==> src/rtl/stage_if_prefetch_if.sv <==
// Bus bundle between the prefetching IF stage, the instruction RAM port,
// the branch unit and the IF/ID latch.
// The master side is the fetch stage. The slave side is its environment.
interface stage_if_prefetch_if #(
   parameter int ADDR_WIDTH = 32,
   parameter int INST_WIDTH = 32
);
   // downstream / branch unit -> fetch stage
   logic                  stall_id;
   logic                  br;
   logic [ADDR_WIDTH-1:0] br_addr;

   // instruction RAM port
   logic                  ram_read;
   logic [ADDR_WIDTH-1:0] ram_addr;
   logic                  ram_ready;
   logic [INST_WIDTH-1:0] ram_data;

   // fetch stage -> IF/ID latch
   logic                  stall_if;
   logic                  valid_o;
   logic [ADDR_WIDTH-1:0] pc_o;
   logic [INST_WIDTH-1:0] inst_o;

   modport master (
      input  stall_id, br, br_addr, ram_ready, ram_data,
      output ram_read, ram_addr, stall_if, valid_o, pc_o, inst_o
   );

   modport slave (
      output stall_id, br, br_addr, ram_ready, ram_data,
      input  ram_read, ram_addr, stall_if, valid_o, pc_o, inst_o
   );
endinterface

==> src/rtl/stage_if_prefetch.sv <==
// Instruction-fetch stage with a DEPTH-entry prefetch queue.
// Sequential words are fetched from the instruction RAM into a FIFO. The head
// entry is presented to ID. A redirect flushes the queue. A redirect also
// squashes the RAM response that is in flight, because a RAM request cannot
// be withdrawn once issued.
module stage_if_prefetch #(
   parameter int                    ADDR_WIDTH = 32,
   parameter int                    INST_WIDTH = 32,
   parameter int                    DEPTH      = 4,
   parameter int                    PC_STEP    = 4,
   parameter logic [ADDR_WIDTH-1:0] RESET_PC   = '0
) (
   input logic                 clk,
   input logic                 reset,
   stage_if_prefetch_if.master bus
);
   localparam int PTR_W = $clog2(DEPTH);
   localparam int CNT_W = PTR_W + 1;
   localparam logic [CNT_W-1:0]      CNT_FULL = CNT_W'(DEPTH);
   localparam logic [ADDR_WIDTH-1:0] STEP     = ADDR_WIDTH'(PC_STEP);

   // IDLE: no request outstanding. REQ: the request at ram_addr is live.
   // DISCARD: the request at ram_addr is stale and its response is dropped.
   typedef enum logic [1:0] {
      IDLE    = 2'd0,
      REQ     = 2'd1,
      DISCARD = 2'd2
   } state_t;

   state_t                state, state_next;
   logic                  ram_read_q, ram_read_next;
   logic [ADDR_WIDTH-1:0] ram_addr_q, ram_addr_next;
   logic [ADDR_WIDTH-1:0] fetch_pc, fetch_pc_next;

   logic [PTR_W-1:0]      rd_ptr, wr_ptr;
   logic [CNT_W-1:0]      count, count_next;
   logic [ADDR_WIDTH-1:0] q_pc   [DEPTH];
   logic [INST_WIDTH-1:0] q_inst [DEPTH];

   logic                  head_valid;
   logic                  push;
   logic                  pop;

   // Queue bookkeeping. A redirect beats both push and pop in the same cycle.
   always_comb begin
      head_valid = (count != '0);
      pop        = head_valid && !bus.stall_id && !bus.br;
      push       = (state == REQ) && bus.ram_ready && !bus.br;
      count_next = count;
      if (bus.br) begin
         count_next = '0;
      end else if (push && !pop) begin
         count_next = count + CNT_W'(1);
      end else if (!push && pop) begin
         count_next = count - CNT_W'(1);
      end
   end

   // Fetch FSM next state and next values of the registered RAM request.
   // NOTE: every output gets its hold value before the case, so no path leaves one unassigned and no latch is inferred.
   always_comb begin
      state_next    = state;
      ram_read_next = ram_read_q;
      ram_addr_next = ram_addr_q;
      fetch_pc_next = fetch_pc;
      case (state)
         IDLE: begin
            if (bus.br) begin
               state_next    = REQ;
               ram_read_next = 1'b1;
               ram_addr_next = bus.br_addr;
               fetch_pc_next = bus.br_addr;
            end else if (count < CNT_FULL) begin
               state_next    = REQ;
               ram_read_next = 1'b1;
               ram_addr_next = fetch_pc;
            end
         end
         REQ: begin
            if (bus.br) begin
               fetch_pc_next = bus.br_addr;
               if (bus.ram_ready) begin
                  // Response dropped. Re-issue at the target right away.
                  ram_addr_next = bus.br_addr;
               end else begin
                  // Request cannot be withdrawn. Wait for it and drop it.
                  state_next = DISCARD;
               end
            end else if (bus.ram_ready) begin
               fetch_pc_next = fetch_pc + STEP;
               // count_next already includes this push and any pop in the
               // same cycle. A new request therefore always has a free slot.
               if (count_next < CNT_FULL) begin
                  ram_addr_next = fetch_pc + STEP;
               end else begin
                  state_next    = IDLE;
                  ram_read_next = 1'b0;
               end
            end
         end
         DISCARD: begin
            if (bus.br) begin
               fetch_pc_next = bus.br_addr;
            end
            if (bus.ram_ready) begin
               state_next    = REQ;
               ram_addr_next = bus.br ? bus.br_addr : fetch_pc;
            end
         end
         default: begin
            state_next    = IDLE;
            ram_read_next = 1'b0;
         end
      endcase
   end

   // FSM state, RAM request and fetch address registers.
   // NOTE: clocked state uses non-blocking assignments, so every register samples pre-edge values.
   always_ff @(posedge clk or negedge reset) begin
      if (!reset) begin
         state      <= IDLE;
         ram_read_q <= 1'b0;
         ram_addr_q <= '0;
         fetch_pc   <= RESET_PC;
      end else begin
         state      <= state_next;
         ram_read_q <= ram_read_next;
         ram_addr_q <= ram_addr_next;
         fetch_pc   <= fetch_pc_next;
      end
   end

   // Queue pointers and occupancy. A flush snaps the read pointer onto the write pointer.
   always_ff @(posedge clk or negedge reset) begin
      if (!reset) begin
         rd_ptr <= '0;
         wr_ptr <= '0;
         count  <= '0;
      end else begin
         count <= count_next;
         if (bus.br) begin
            rd_ptr <= wr_ptr;
         end else begin
            if (pop) begin
               rd_ptr <= rd_ptr + PTR_W'(1);
            end
            if (push) begin
               wr_ptr <= wr_ptr + PTR_W'(1);
            end
         end
      end
   end

   // Queue storage. The PC stored with each word is the address that fetched it.
   // NOTE: storage is not reset; an entry is only observable while count covers it, and count is reset.
   always_ff @(posedge clk) begin
      if (push) begin
         q_pc[wr_ptr]   <= ram_addr_q;
         q_inst[wr_ptr] <= bus.ram_data;
      end
   end

   assign bus.ram_read = ram_read_q;
   assign bus.ram_addr = ram_addr_q;
   assign bus.valid_o  = head_valid;
   assign bus.stall_if = !head_valid;
   assign bus.pc_o     = head_valid ? q_pc[rd_ptr]   : '0;
   assign bus.inst_o   = head_valid ? q_inst[rd_ptr] : '0;
endmodule
==> src/flat_wrapper.sv <==
// flat-port wrapper written by rule: the top's interface ports become plain ports
module stage_if_prefetch_flat 
#(
   parameter int                    ADDR_WIDTH = 32,
   parameter int                    INST_WIDTH = 32,
   parameter int                    DEPTH      = 4,
   parameter int                    PC_STEP    = 4,
   parameter logic [ADDR_WIDTH-1:0] RESET_PC   = '0
)
  (clk, reset, bus_stall_id, bus_br, bus_br_addr, bus_ram_ready, bus_ram_data, bus_ram_read, bus_ram_addr, bus_stall_if, bus_valid_o, bus_pc_o, bus_inst_o);
  stage_if_prefetch_if #(.ADDR_WIDTH(ADDR_WIDTH), .INST_WIDTH(INST_WIDTH)) bus_i ();
  input logic clk;
  input logic reset;
  input wire logic [$bits(bus_i.stall_id)-1:0] bus_stall_id;
  input wire logic [$bits(bus_i.br)-1:0] bus_br;
  input wire logic [$bits(bus_i.br_addr)-1:0] bus_br_addr;
  input wire logic [$bits(bus_i.ram_ready)-1:0] bus_ram_ready;
  input wire logic [$bits(bus_i.ram_data)-1:0] bus_ram_data;
  output wire logic [$bits(bus_i.ram_read)-1:0] bus_ram_read;
  output wire logic [$bits(bus_i.ram_addr)-1:0] bus_ram_addr;
  output wire logic [$bits(bus_i.stall_if)-1:0] bus_stall_if;
  output wire logic [$bits(bus_i.valid_o)-1:0] bus_valid_o;
  output wire logic [$bits(bus_i.pc_o)-1:0] bus_pc_o;
  output wire logic [$bits(bus_i.inst_o)-1:0] bus_inst_o;
  assign bus_i.stall_id = bus_stall_id;
  assign bus_i.br = bus_br;
  assign bus_i.br_addr = bus_br_addr;
  assign bus_i.ram_ready = bus_ram_ready;
  assign bus_i.ram_data = bus_ram_data;
  assign bus_ram_read = bus_i.ram_read;
  assign bus_ram_addr = bus_i.ram_addr;
  assign bus_stall_if = bus_i.stall_if;
  assign bus_valid_o = bus_i.valid_o;
  assign bus_pc_o = bus_i.pc_o;
  assign bus_inst_o = bus_i.inst_o;
  stage_if_prefetch #(.ADDR_WIDTH(ADDR_WIDTH), .INST_WIDTH(INST_WIDTH), .DEPTH(DEPTH), .PC_STEP(PC_STEP), .RESET_PC(RESET_PC)) u_core (.clk(clk), .reset(reset), .bus(bus_i));
endmodule
==> config.mk <==
export PLATFORM = sky130hd
export DESIGN_NAME = stage_if_prefetch_flat
export DESIGN_NICKNAME = d
export VERILOG_FILES = /design/src/rtl/stage_if_prefetch_if.sv /design/src/rtl/stage_if_prefetch.sv /design/src/flat_wrapper.sv
export SDC_FILE = /design/constraint.sdc
export NUM_CORES = 1
export LEC_CHECK = 0
export CORE_MARGIN = 2
export CORE_UTILIZATION = 35
export DETAILED_ROUTE_END_ITERATION = 7
export GPL_TIMING_DRIVEN = 0
export SLEW_MARGIN = 5
export SYNTH_ARGS = -nofsm -noshare
export SYNTH_HDL_FRONTEND = slang
export SYNTH_SLANG_ARGS = --single-unit
export TNS_END_PERCENT = 5
==> constraint.sdc <==
create_clock -name clk -period 6.65 [get_ports clk]
set_input_delay 0.665 -clock clk [delete_from_list [all_inputs] [get_ports clk]]
set_output_delay 0.665 -clock clk [all_outputs]
set_load 0.05 [all_outputs]
Word-level counts from Yosys, hierarchy flattened
Memories as Yosys holds them, arrays and structs flattened.
Index checks and enable logic that the tools add are counted.

word-level totals
  register bits = 74
  latch bits = 0
  RAM bits = 256
  ROM bits = 0
  input port bits = 69
  output and inout port bits = 99
  logic and storage cells = 86
  memories kept = 2

memory list
  memory         words  bits a word  read ports  clocked after Yosys merged registers in  wr ports  RTL line                 RTL
  u_core.q_inst  4      32           1           0                                        1         stage_if_prefetch.sv:38  logic [INST_WIDTH-1:0] q_inst [DEPTH];
  u_core.q_pc    4      32           1           0                                        1         stage_if_prefetch.sv:37  logic [ADDR_WIDTH-1:0] q_pc [DEPTH];

cells by class
  $add $sub $neg = 5
  multipliers = 0
  divide/modulo/power cells = 0
  $lt $le $gt $ge = 2
  equal/unequal tests = 11
  shift operators = 0
  muxes and demuxes = 35
  bitwise operators = 2
  reduce and logical (&&, ||, !) cells = 22

operators by type and width
  kind                     count
  $mux W32                 12
  $pmux W32 S3             1
  $pmux W32 S2             1
  $add A32 B3 Y32 const B  1
  $mux W2                  9
  $reduce_and A5 Y1        3
  $ne A3 B3 Y1 const B     4
  $mux W3                  3
  $ne A2 B2 Y1 const B     4
  $mux W1                  7
  $logic_and A1 B1 Y1      6
  $lt A3 B3 Y1 const B     2
  $pmux W2 S3              1
  $reduce_bool A3 Y1       2
  $logic_not A1 Y1         5
  $add A2 B1 Y2 const B    2
  $reduce_and A2 Y1        2
  $reduce_bool A2 Y1       2
  $add A3 B1 Y3 const B    1
  $ne A3 B2 Y1 const B     1
  $pmux W1 S3              1
  $sub A3 B1 Y3 const B    1
  $eq A2 B1 Y1 const B     1
  $eq A2 B2 Y1 const B     1
  other kinds (3)          4

Logic depth before layout (Yosys ltp)
Gate-level depths: netlist of the first run.

  word-level depth = 13
  mapped depth = 9
  depth with buffers taken out = 8

Worst setup path before layout of the first run
No wires, ideal clock.

  kind = input to register
  from = in bus_br
  to = mem u_core.q_inst[0][0], enable pin
  setup time = 0.429 ns
  data arrival time = 3.220 ns
  data required time = 6.221 ns
  setup slack = 3.001 ns
  cell stages on the path = 6
  buffers on the path = 4
  cells stage by stage = buf_2 -> clkbuf_1 -> inv_1 -> clkbuf_1 -> clkbuf_1 -> and3_1

between the ends
  cells in the longest elaborated chain, start to end = 4

ends and longest elaborated chain
  item                           RTL line                  RTL
  start, declared                flat_wrapper.sv:15        input wire logic [$bits(bus_i.br)-1:0] bus_br;
  $logic_not A1 Y1               stage_if_prefetch.sv:48   push = (state == REQ) && bus.ram_ready && !bus.br;
  $logic_and A1 B1 Y1            stage_if_prefetch.sv:48
  $mux W1                        stage_if_prefetch.sv:157  if (push) begin
  $mux W1 (implied by the code)  stage_if_prefetch.sv:159  q_inst[wr_ptr] <= bus.ram_data;
  end, declared                  stage_if_prefetch.sv:38

No other way between the ends.

Worst setup path in the final report of the first run
  from = reg u_core.rd_ptr[0]
  to = out bus_pc_o[18]

between the ends
  cells in the longest elaborated chain, start to end = 2

ends and longest elaborated chain
  item                    RTL line                  RTL
  start, declared         stage_if_prefetch.sv:35   logic [PTR_W-1:0] rd_ptr, wr_ptr;
  start signal, assigned  stage_if_prefetch.sv:142  rd_ptr <= wr_ptr;
  start signal, assigned  stage_if_prefetch.sv:145  rd_ptr <= rd_ptr + PTR_W'(1);
  $mem_v2 Z4 W32          --
  $mux W32                stage_if_prefetch.sv:167  assign bus.pc_o = head_valid ? q_pc[rd_ptr] : '0;
  end, declared           flat_wrapper.sv:23        output wire logic [$bits(bus_i.pc_o)-1:0] bus_pc_o;

No other way between the ends.

==> results.md, run 1 <==
* Run status: finished clean
* FP Rows at 75
* First-pass GRT wire length at 60600 um
* Vias in the first global route at 9551
* Htree depth at 2
* DRC viols at 0
* Die span in x at 210 um
* Initial core utilization at 35.5%
* Dpl cells at 1709
* CP Launch Type: flop
* Detailed Place HPWL at 27300 um
* Worst min path class: primary input to async pin
* Layout Cells excl Fill at 1774
* Area leader, netlist: edfxtp_1
* Share of Yosys cell area claimed by the top area cell type at 51.6%
* Largest net degree at the start of global routing at 45
* GRT met3 Usage at 4.04%
* Top Usage Layer GRT: met2
* Leakage at 6.46 nW
* Worst-path maximum fanout at 10
* Worst Path Arrival at 3590 ps
* Area after DPL at 17400 um2
* DR vias/cell at 5.39
* Final Cell Area at 18500 um2
* Fin. max-slew vios at 0
* Unrepaired setup endpoints after global routing: no
* Layout fillers at 3830
* I/O Pins at 168
* CTS buffer count at 37
* Initial antenna violation count at 0
* Post-cts resize count at 0
* Tmin final at 4250 ps
* Number of flops mapped to enable cells by yosys at 256
* R2r worst-path depth at 6
* CTS tree: built
* Synth top area cells: edfxtp_1, dfrtp_1, mux4_2
* Layout cells sized above 1 at 15.0%
* Setup Skew at 13.3 ps
* MaxCap Viol Count at 0
* P&R area growth vs syn at 24.3%
* Violation count after the first detailed-routing iteration at 815
* Setup-failing EPs final at 0
* Routability congestion estimate at 0.929
* DRT antenna net count at 0
* Mapped Cells at 998
* Slowest cell on crit path: clkdlybuf4s50_1
* Max Root-Sink Buffers at 3
* Clock sink count at 330
* TNS Setup at 0 ps
* Post-Syn Nets at 1075
* Synthesized flop and latch total at 330
* Post-CTS setup buffers at 0
* Total GRT Usage at 18.4%
* Critical path type: flop to output port
* Vias after detailed routing at 9557
* Total gr overflow at 0
* Maximum vdd drop at 0.191 mV
* Commonest non-fill, non-tap cell in the layout: edfxtp_1
* Die area at 44200 um2
* Met1 Usage GRT at 25.2%
* Nets@finish at 1286
* Hold_buf cts at 0
* Skew-Pair Late Insertion Delay at 540 ps
* WL final at 40500 um
* Met2 usage at 29.7%
* Slew margin rel. at 34.7%
* Critical path endpoint category: output port
* Synth async-reset ratio at 22.4%
* Core area at 41900 um2
* PD cells at 511 nW/um2
* Clock slew at reported path FFs at 60 ps
* Netlist Area Pre-Place at 14900 um2
* Ys flop type: edfxtp_1
* Max incr delay on CP at 700 ps
* Wire length per cell at 22.8 um
* Commonest non-fill, non-tap cells in the layout: edfxtp_1, clkdlybuf4s50_1, dfrtp_1
* Cell Chain, Critical Path: buf_1 > buf_2 > mux4_2 > and2_1 > clkdlybuf4s50_1
* Sequential share of the synthesized area at 64.0%
* DRT Pass-1 Iters at 5
* Syn. warnings at 0
* Highest clock rate at 235 MHz
* Tcrit/Tclk final at 63.9%
* Ant. Diodes at 0
* I/O Buffers at 167
* Tightest Pin Transition at 973 ps
* Yosys cell types at 68
* Die height at 210 um
* Root Buffer: clkbuf_16
* Syn_area_per_cell at 14.9 um2
* Critical Path RT at 5980 ps
* Final hold viol count at 0
-- worst max-delay path: cells and delay by family, from the launching register on --
family	cells	cell delay (ps)
buf+inv	3	1900
flops	1	390
simple gates	1	180
mux	1	560
-- metal layers --
layer  wire [um]  part of all wire (%)  vias up
li1            -                     -     4310
met1       17700                    44     4820
met2       19300                    48      376
met3        2750                   6.8       51
met4         772                   1.9        0
met5           0                     0        -
-- synth_stat cells, types with 12 or more instances --
cell type / count
dfrtp_1: 74
and3_1: 13
nand4_1: 24
clkbuf_1: 43
mux4_2: 64
a21oi_1: 37
mux2_4: 29
nor2_1: 37
nand2_1: 53
a31oi_1: 12
and2_1: 68
mux2i_1: 30
nor3_1: 18
edfxtp_1: 256
nand3_1: 23
o21ai_0: 43
inv_1: 16
-- kinds of logic after synthesis --
logic type,synth area share (%)
DFF,64.0
and+or+nand+nor,10.7
AOI/OAI and AO/OA,6.36
muxes,15.0
buffers and inverters,2.67
xor gates and xnor gates,0.588
adders and majority gates,0.672
-- final timing paths --
| path | from | end | slack, ps |
|---|---|---|---|
| min in group clk | u_core.fetch_pc[0] | u_core.fetch_pc[0] | 490 |
| min reg2reg | u_core.fetch_pc[0] | u_core.fetch_pc[0] | 490 |
| max in group asynchronous | reset | u_core.wr_ptr[0] | 5960 |
| max | u_core.rd_ptr[0] | bus_pc_o[18] | 2400 |
| max reg2reg | u_core.state[1] | u_core.q_pc[0][7] | 3180 |
| min | reset | u_core.bus.ram_addr[13] | 100 |
-- state kept, by name, indices dropped and copies added, names as in the netlist --
name                 count
u_core.bus.ram_read      1
u_core.q_inst          128
u_core.count             3
u_core.bus.ram_addr     32
u_core.wr_ptr            2
u_core.q_pc            128
u_core.state             2
u_core.fetch_pc         32
u_core.rd_ptr            2
-- final cells by class --
| cell class | instances | area [um2] | share of cell area (%) |
|---|---|---|---|
| timing repair buffer | 172 | 1800 | 9.71 |
| buffer | 70 | 334 | 1.80 |
| tap | 539 | 674 | 3.64 |
| clock inverter | 16 | 109 | 0.588 |
| inverter | 17 | 63.8 | 0.345 |
| multi-input combinational | 581 | 4980 | 26.9 |
| sequential | 330 | 9540 | 51.5 |
| clock buffer | 49 | 1020 | 5.53 |
-- where the power goes --
group	leakage (nW)	internal, mW	switching (mW)
clock network	0.548	1.12	0.808
logic	2.71	1.67	2.77
registers	3.20	2.76	0.325
-- through the flow --
stage / hold slack [ps] / setup slack (ps) / total power [mW] / utilization [%]
2_1_floorplan: 369 / 3000 / 6.10 / -
3_3_place_gp: 462 / 86.2 / 7.59 / 41.1
3_5_place_dp: 468 / 2110 / 7.63 / 41.5
4_1_cts: 83.7 / 2160 / 9.59 / 44.2
5_1_grt: 107 / 2060 / 9.93 / 44.2
6_report: 97.4 / 2400 / 9.46 / 44.2
Power figures use the tool's default switching activity.
==> inputs of run 2 (changes only) <==
clock period = 4.42 ns   (was 6.65 ns; I/O delays follow)
==> run 2 against run 1 <==
Net effect:
- flip-flop and latch count is the same
- sequential share of layout area is essentially flat
- first-iteration DRC count shrank 8.5%
- clock power grew 50%
- combinational power grew 51%
- final cell count is essentially flat
- hold slack gained 320 ps
- total power grew 50%
==> results.md, run 2 (synthesis results as in run 1) <==
* Slowest cell on crit path: clkdlybuf4s50_1
* Dpl cells at 1709 (unchanged)
* Max Root-Sink Buffers at 3 (unchanged)
* Clock slew at reported path FFs at 60 ps (about the same)
* DRT Pass-1 Iters at 6 (+1)
* Initial core utilization at 35.5% (unchanged)
* Commonest non-fill, non-tap cells in the layout: edfxtp_1, clkdlybuf4s50_1, dfrtp_1
* Initial antenna violation count at 0 (unchanged)
* Tmin final at 4020 ps
* FP Rows at 75 (unchanged)
* Worst-path maximum fanout at 10 (unchanged)
* Run status: finished clean
* Fin Hold WS at 416 ps (+318 ps)
* Die span in x at 210 um (unchanged)
* CP Launch Type: flop
* Critical path type: flop to output port
* Skew-Pair Late Insertion Delay at 540 ps (about the same)
* Final Worst Setup Slack at 396 ps (-2000 ps)
* Post-cts resize count at 0 (unchanged)
* Critical path endpoint category: output port
* Total gr overflow at 0 (unchanged)
* Max incr delay on CP at 690 ps (about the same)
* I/O Buffers at 167 (unchanged)
* Unrepaired setup endpoints after global routing: no
* Worst Path Arrival at 3580 ps (about the same)
* Nets@finish at 1287 (+0.078%)
* Final hold viol count at 0 (unchanged)
* P&R area growth vs syn at 24.4% (about the same)
* Post-Place Worst Slack at 104 ps (-2010 ps)
* Layout cells sized above 1 at 15.0% (about the same)
* Fin. max-slew vios at 0 (unchanged)
* Crit-path leading delay family: buffers and inverters
* First-pass GRT wire length at 60600 um (about the same)
* Layout Cells excl Fill at 1775 (+0.056%)
* Setup Skew at 13.5 ps (+0.177 ps)
* Post-CTS setup buffers at 0 (unchanged)
* Root Buffer: clkbuf_16
* MaxCap Viol Count at 0 (unchanged)
* DRC viols at 0 (unchanged)
* Vias after detailed routing at 9554 (-0.031%)
* Leakage at 6.46 nW (about the same)
* Wire length per cell at 22.8 um (about the same)
* Biggest regs: u_core.q_inst (128), u_core.q_pc (128)
* CTS buffer count at 37 (unchanged)
* WL final at 40500 um (about the same)
* Cell Chain, Critical Path: buf_1 > buf_2 > mux4_2 > and2_1 > clkdlybuf4s50_1
* I/O Pins at 168 (unchanged)
* Violation count after the first detailed-routing iteration at 746 (-8.5%)
* CTS tree: built
* Commonest non-fill, non-tap cell in the layout: edfxtp_1
* Area of the multi-input gates at 4980 um2 (unchanged)
* Routability congestion estimate at 0.929 (unchanged)
* Final Power at 14.2 mW (+50%)
* Htree depth at 2 (unchanged)
* Layout fillers at 3829 (-0.026%)
* Worst min path class: primary input to async pin
* Tcrit/Tclk final at 91.0%
* Reg area at 9540 um2 (unchanged)
* DRT antenna net count at 0 (unchanged)
* Die area at 44200 um2 (unchanged)
* Die height at 210 um (unchanged)
* PD cells at 768 nW/um2 (+50%)
* Flop2flop setup slack at 920 ps (-2260 ps)
* Highest clock rate at 248 MHz
* Ant. Diodes at 0 (unchanged)
* Detailed Place HPWL at 27300 um (unchanged)
* DR vias/cell at 5.38 (about the same)
* Clock sink count at 330 (unchanged)
* Total GRT Usage at 18.4% (about the same)
* Vias in the first global route at 9545 (-0.063%)
* Tightest Pin Transition at 950 ps (-22.3 ps)
* Largest net degree at the start of global routing at 45 (unchanged)
* Setup-failing EPs final at 0 (unchanged)
* Critical path buffer and inverter count at 3 (unchanged)
* Core area at 41900 um2 (unchanged)
* Maximum vdd drop at 0.287 mV (+50%)
* Slew margin rel. at 36.2% (+1.5 points)
* Critical Path RT at 3980 ps (-2000 ps)
## run 2: area by class of cell
cell class | count | share of cell area, %
Sequential cell | 330 | 51.5
Buffer | 70 | 1.80
Multi-Input combinational cell | 581 | 26.9
Inverter | 17 | 0.344
Clock inverter | 16 | 0.587
Tap cell | 539 | 3.64
Timing Repair Buffer | 173 | 9.76
Clock buffer | 49 | 5.52
## run 2: worst paths after layout
path                                     from                 end  cells past startpoint
max                          u_core.rd_ptr[0]         bus_pc_o[7]                      5
min                                     reset  u_core.fetch_pc[5]                      2
min in group clk               bus_br_addr[0]  u_core.fetch_pc[0]                      3
max reg2reg                   u_core.state[1]   u_core.q_pc[0][7]                      6
max in group asynchronous               reset    u_core.wr_ptr[0]                      3
min reg2reg                u_core.fetch_pc[1]  u_core.fetch_pc[1]                      2
## run 2: power by group
group	switching (mW)	internal, mW	total (mW)
Clock	1.21	1.69	2.90
Sequential	0.489	4.16	4.65
Combinational	4.17	2.52	6.69
Total	5.87	8.36	14.2
## run 2: what timing repair did
action	in CTS	in global routing
endpoints found under the hold margin	34	0
hold buffers	1	0
endpoints found under the setup margin	0	0
## run 2: through the flow
stage                     TNS, ps  utilization (%)  area, um2
after floorplan                 0                -      14900
after global placement    -480960             41.1      17200
after detailed placement        0             41.5      17400
after CTS                       0             44.2      18500
after global routing            0             44.2      18500
final                           0             44.2      18500
## run 2: metal layers
metal / global-route usage (%) / share of wire, %
met4: 4.70 / 2.0
met5: 0 / 0
met2: 29.7 / 48
met3: 4.04 / 6.7
met1: 25.2 / 44
==> inputs of run 3 (changes only) <==
CORE_ASPECT_RATIO = 0.75   (was default)
==> run 3 against run 2 <==
Net effect:
- register-to-register slack got worse by 30 ps
- worst setup slack got worse by 80 ps
- flip-flop and latch count did not move
- clock power fell by 4%
- utilization fell by 0.12 points
- via count rose by 0.15%
- critical path type unchanged
- largest power group unchanged
==> results.md, run 3 (synthesis results as in run 1) <==
* Run status: finished clean
* Worst reg2reg startpoint: u_core.state[1]
* Total gr overflow at 0 (unchanged)
* CTS buffer count at 35 (-5.4%)
* Tcrit/Tclk final at 92.8% (+1.8 points)
* Biggest regs: u_core.q_inst (128), u_core.q_pc (128)
* Maximum vdd drop at 0.467 mV (+62%)
* Final hold viol count at 0 (unchanged)
* I/O Pins at 168 (unchanged)
* Final Power at 14.2 mW (-0.58%)
* Max Root-Sink Buffers at 3 (unchanged)
* Core area at 42000 um2 (+0.24%)
* Total GRT Usage at 18.1% (-0.26 points)
* Routability congestion estimate at 0.917 (-1.2%)
* Initial antenna violation count at 1 (+1)
* Clock slew at reported path FFs at 60 ps (about the same)
* DR vias/cell at 5.30 (-1.5%)
* Unrepaired setup endpoints after global routing: no
* Tmin final at 4100 ps (+79.5 ps)
* Commonest non-fill, non-tap cells in the layout: edfxtp_1, clkdlybuf4s50_1, dfrtp_1
* PD cells at 764 nW/um2 (-0.56%)
* Critical path type: flop to output port
* Internal power at 8.26 mW (-1.2%)
* Vias after detailed routing at 9568 (+0.15%)
* Sequential share of power at 32.8% (about the same)
* Post-Place Worst Slack at 119 ps (+15.4 ps)
* NetSw at 5.89 mW (+0.33%)
* Vias in the first global route at 9369 (-1.8%)
* Tightest Pin Transition at 1000 ps (+50.0 ps)
* Violation count after the first detailed-routing iteration at 830 (+11%)
* DRC viols at 0 (unchanged)
* Comb power frac at 47.5% (+0.5 points)
* Slew margin rel. at 32.8% (-3.5 points)
* WL final at 40400 um (-0.10%)
* Fin. max-slew vios at 0 (unchanged)
* Die height at 183 um (-13%)
* Setup Skew at 24.6 ps (+11.1 ps)
* DRT antenna net count at 0 (unchanged)
* Clock sink count at 330 (unchanged)
* Root Buffer: clkbuf_16
* Critical path endpoint category: output port
* P&R area growth vs syn at 24.4% (about the same)
* I/O Buffers at 167 (unchanged)
* Die span in x at 242 um (+15%)
* Clock Power Share at 19.7% (-0.7 points)
* Worst Path Arrival at 3660 ps (+80 ps)
* Highest clock rate at 244 MHz (-1.9%)
* Flop2flop setup slack at 890 ps (-30 ps)
* Initial core utilization at 35.4% (-0.085 points)
* Final Worst Setup Slack at 316 ps (-79.5 ps)
* CTS tree: built
* Skew-Pair Late Insertion Delay at 530 ps (about the same)
* Commonest non-fill, non-tap cell in the layout: edfxtp_1
* Crit path to: bus_pc_o[12]
* Net Sw Frac at 41.6% (+0.38 points)
* MaxCap Viol Count at 0 (unchanged)
* R2R Path End: u_core.q_inst[0][27]
* Detailed Place HPWL at 27200 um (-0.41%)
* Worst-path maximum fanout at 10 (unchanged)
* Critical Path RT at 3980 ps (about the same)
* Wire length per cell at 22.4 um (-1.8%)
* FP Rows at 65 (-13%)
* Nets@finish at 1285 (-0.16%)
* Setup crit start: u_core.count[0]
* Largest net degree at the start of global routing at 51 (+13%)
* Worst min path class: primary input to async pin
* Setup-failing EPs final at 0 (unchanged)
* CP Launch Type: flop
* Leakage at 6.45 nW (-0.18%)
* Die area at 44200 um2 (about the same)
* Post-CTS setup buffers at 0 (unchanged)
* Htree depth at 2 (unchanged)
* R2r worst-path depth at 6 (unchanged)
* Layout cells sized above 1 at 15.1% (+0.17 points)
* First-pass GRT wire length at 60100 um (-0.89%)
* DRT Pass-1 Iters at 6 (unchanged)
run 3: worst min path at each step:
stage,to,slack [ps],depth (start not counted)
finish,u_core.bus.ram_addr[18],400,2
global route,u_core.bus.ram_addr[16],410,2
CTS,u_core.bus.ram_addr[18],400,2
detailed placement,u_core.bus.ram_addr[18],420,1
global placement,u_core.fetch_pc[0],460,2
floorplan,u_core.bus.ram_addr[0],150,0
run 3: routing by layer:
metal	GRT usage, %	wire length (um)	vias to the layer above
met4	4.79	894	0
met2	27.7	18000	365
met1	26.2	18800	4828
li1	-	-	4307
met3	4.09	2750	68
met5	0	0	-
run 3: per-stage QoR:
stage	hold slack (ps)	cells	cell area, um2	setup TNS, ps	utilization, %
after global placement	457	1734	17300	-490740	41.1
final	405	1805	18500	0	44.1
after detailed placement	419	1739	17400	0	41.5
after floorplan	146	998	14900	0	-
after global routing	414	1805	18500	0	44.1
after CTS	397	1804	18500	0	44.1
run 3: critical path, stage by stage, from the launching register on:
cell and delay (ps):
dfrtp_1 390, inv_1 80, ha_1 190, or2b_4 220
clkbuf_1 570, clkbuf_1 630, and2_1 250, clkdlybuf4s50_1 810
run 3: timing repair:
item                                   CTS  global route
hold buffers                             1             0
endpoints found under the hold margin   29             0
setup endpoints to repair                0             0
resized for setup                        0             0
run 3: cell type report:
class | count | area, um2
Fill cell | 3854 | 23500
Sequential cell | 330 | 9540
Multi-Input combinational cell | 581 | 4980
Timing Repair Buffer | 173 | 1820
Clock buffer | 45 | 945
Tap cell | 569 | 712
Buffer | 70 | 334
Clock inverter | 19 | 135
Inverter | 17 | 63.8
Antenna cell | 1 | 2.50
run 3: power by group through the flow:
stage | Clock [mW] | Combinational, mW | Sequential, mW
after floorplan | 0 | 4.08 | 5.09
after global placement | 0 | 6.70 | 4.72
after detailed placement | 0 | 6.77 | 4.71
after CTS | 2.88 | 6.80 | 4.65
after global routing | 3.00 | 7.10 | 4.74
final | 2.79 | 6.72 | 4.64
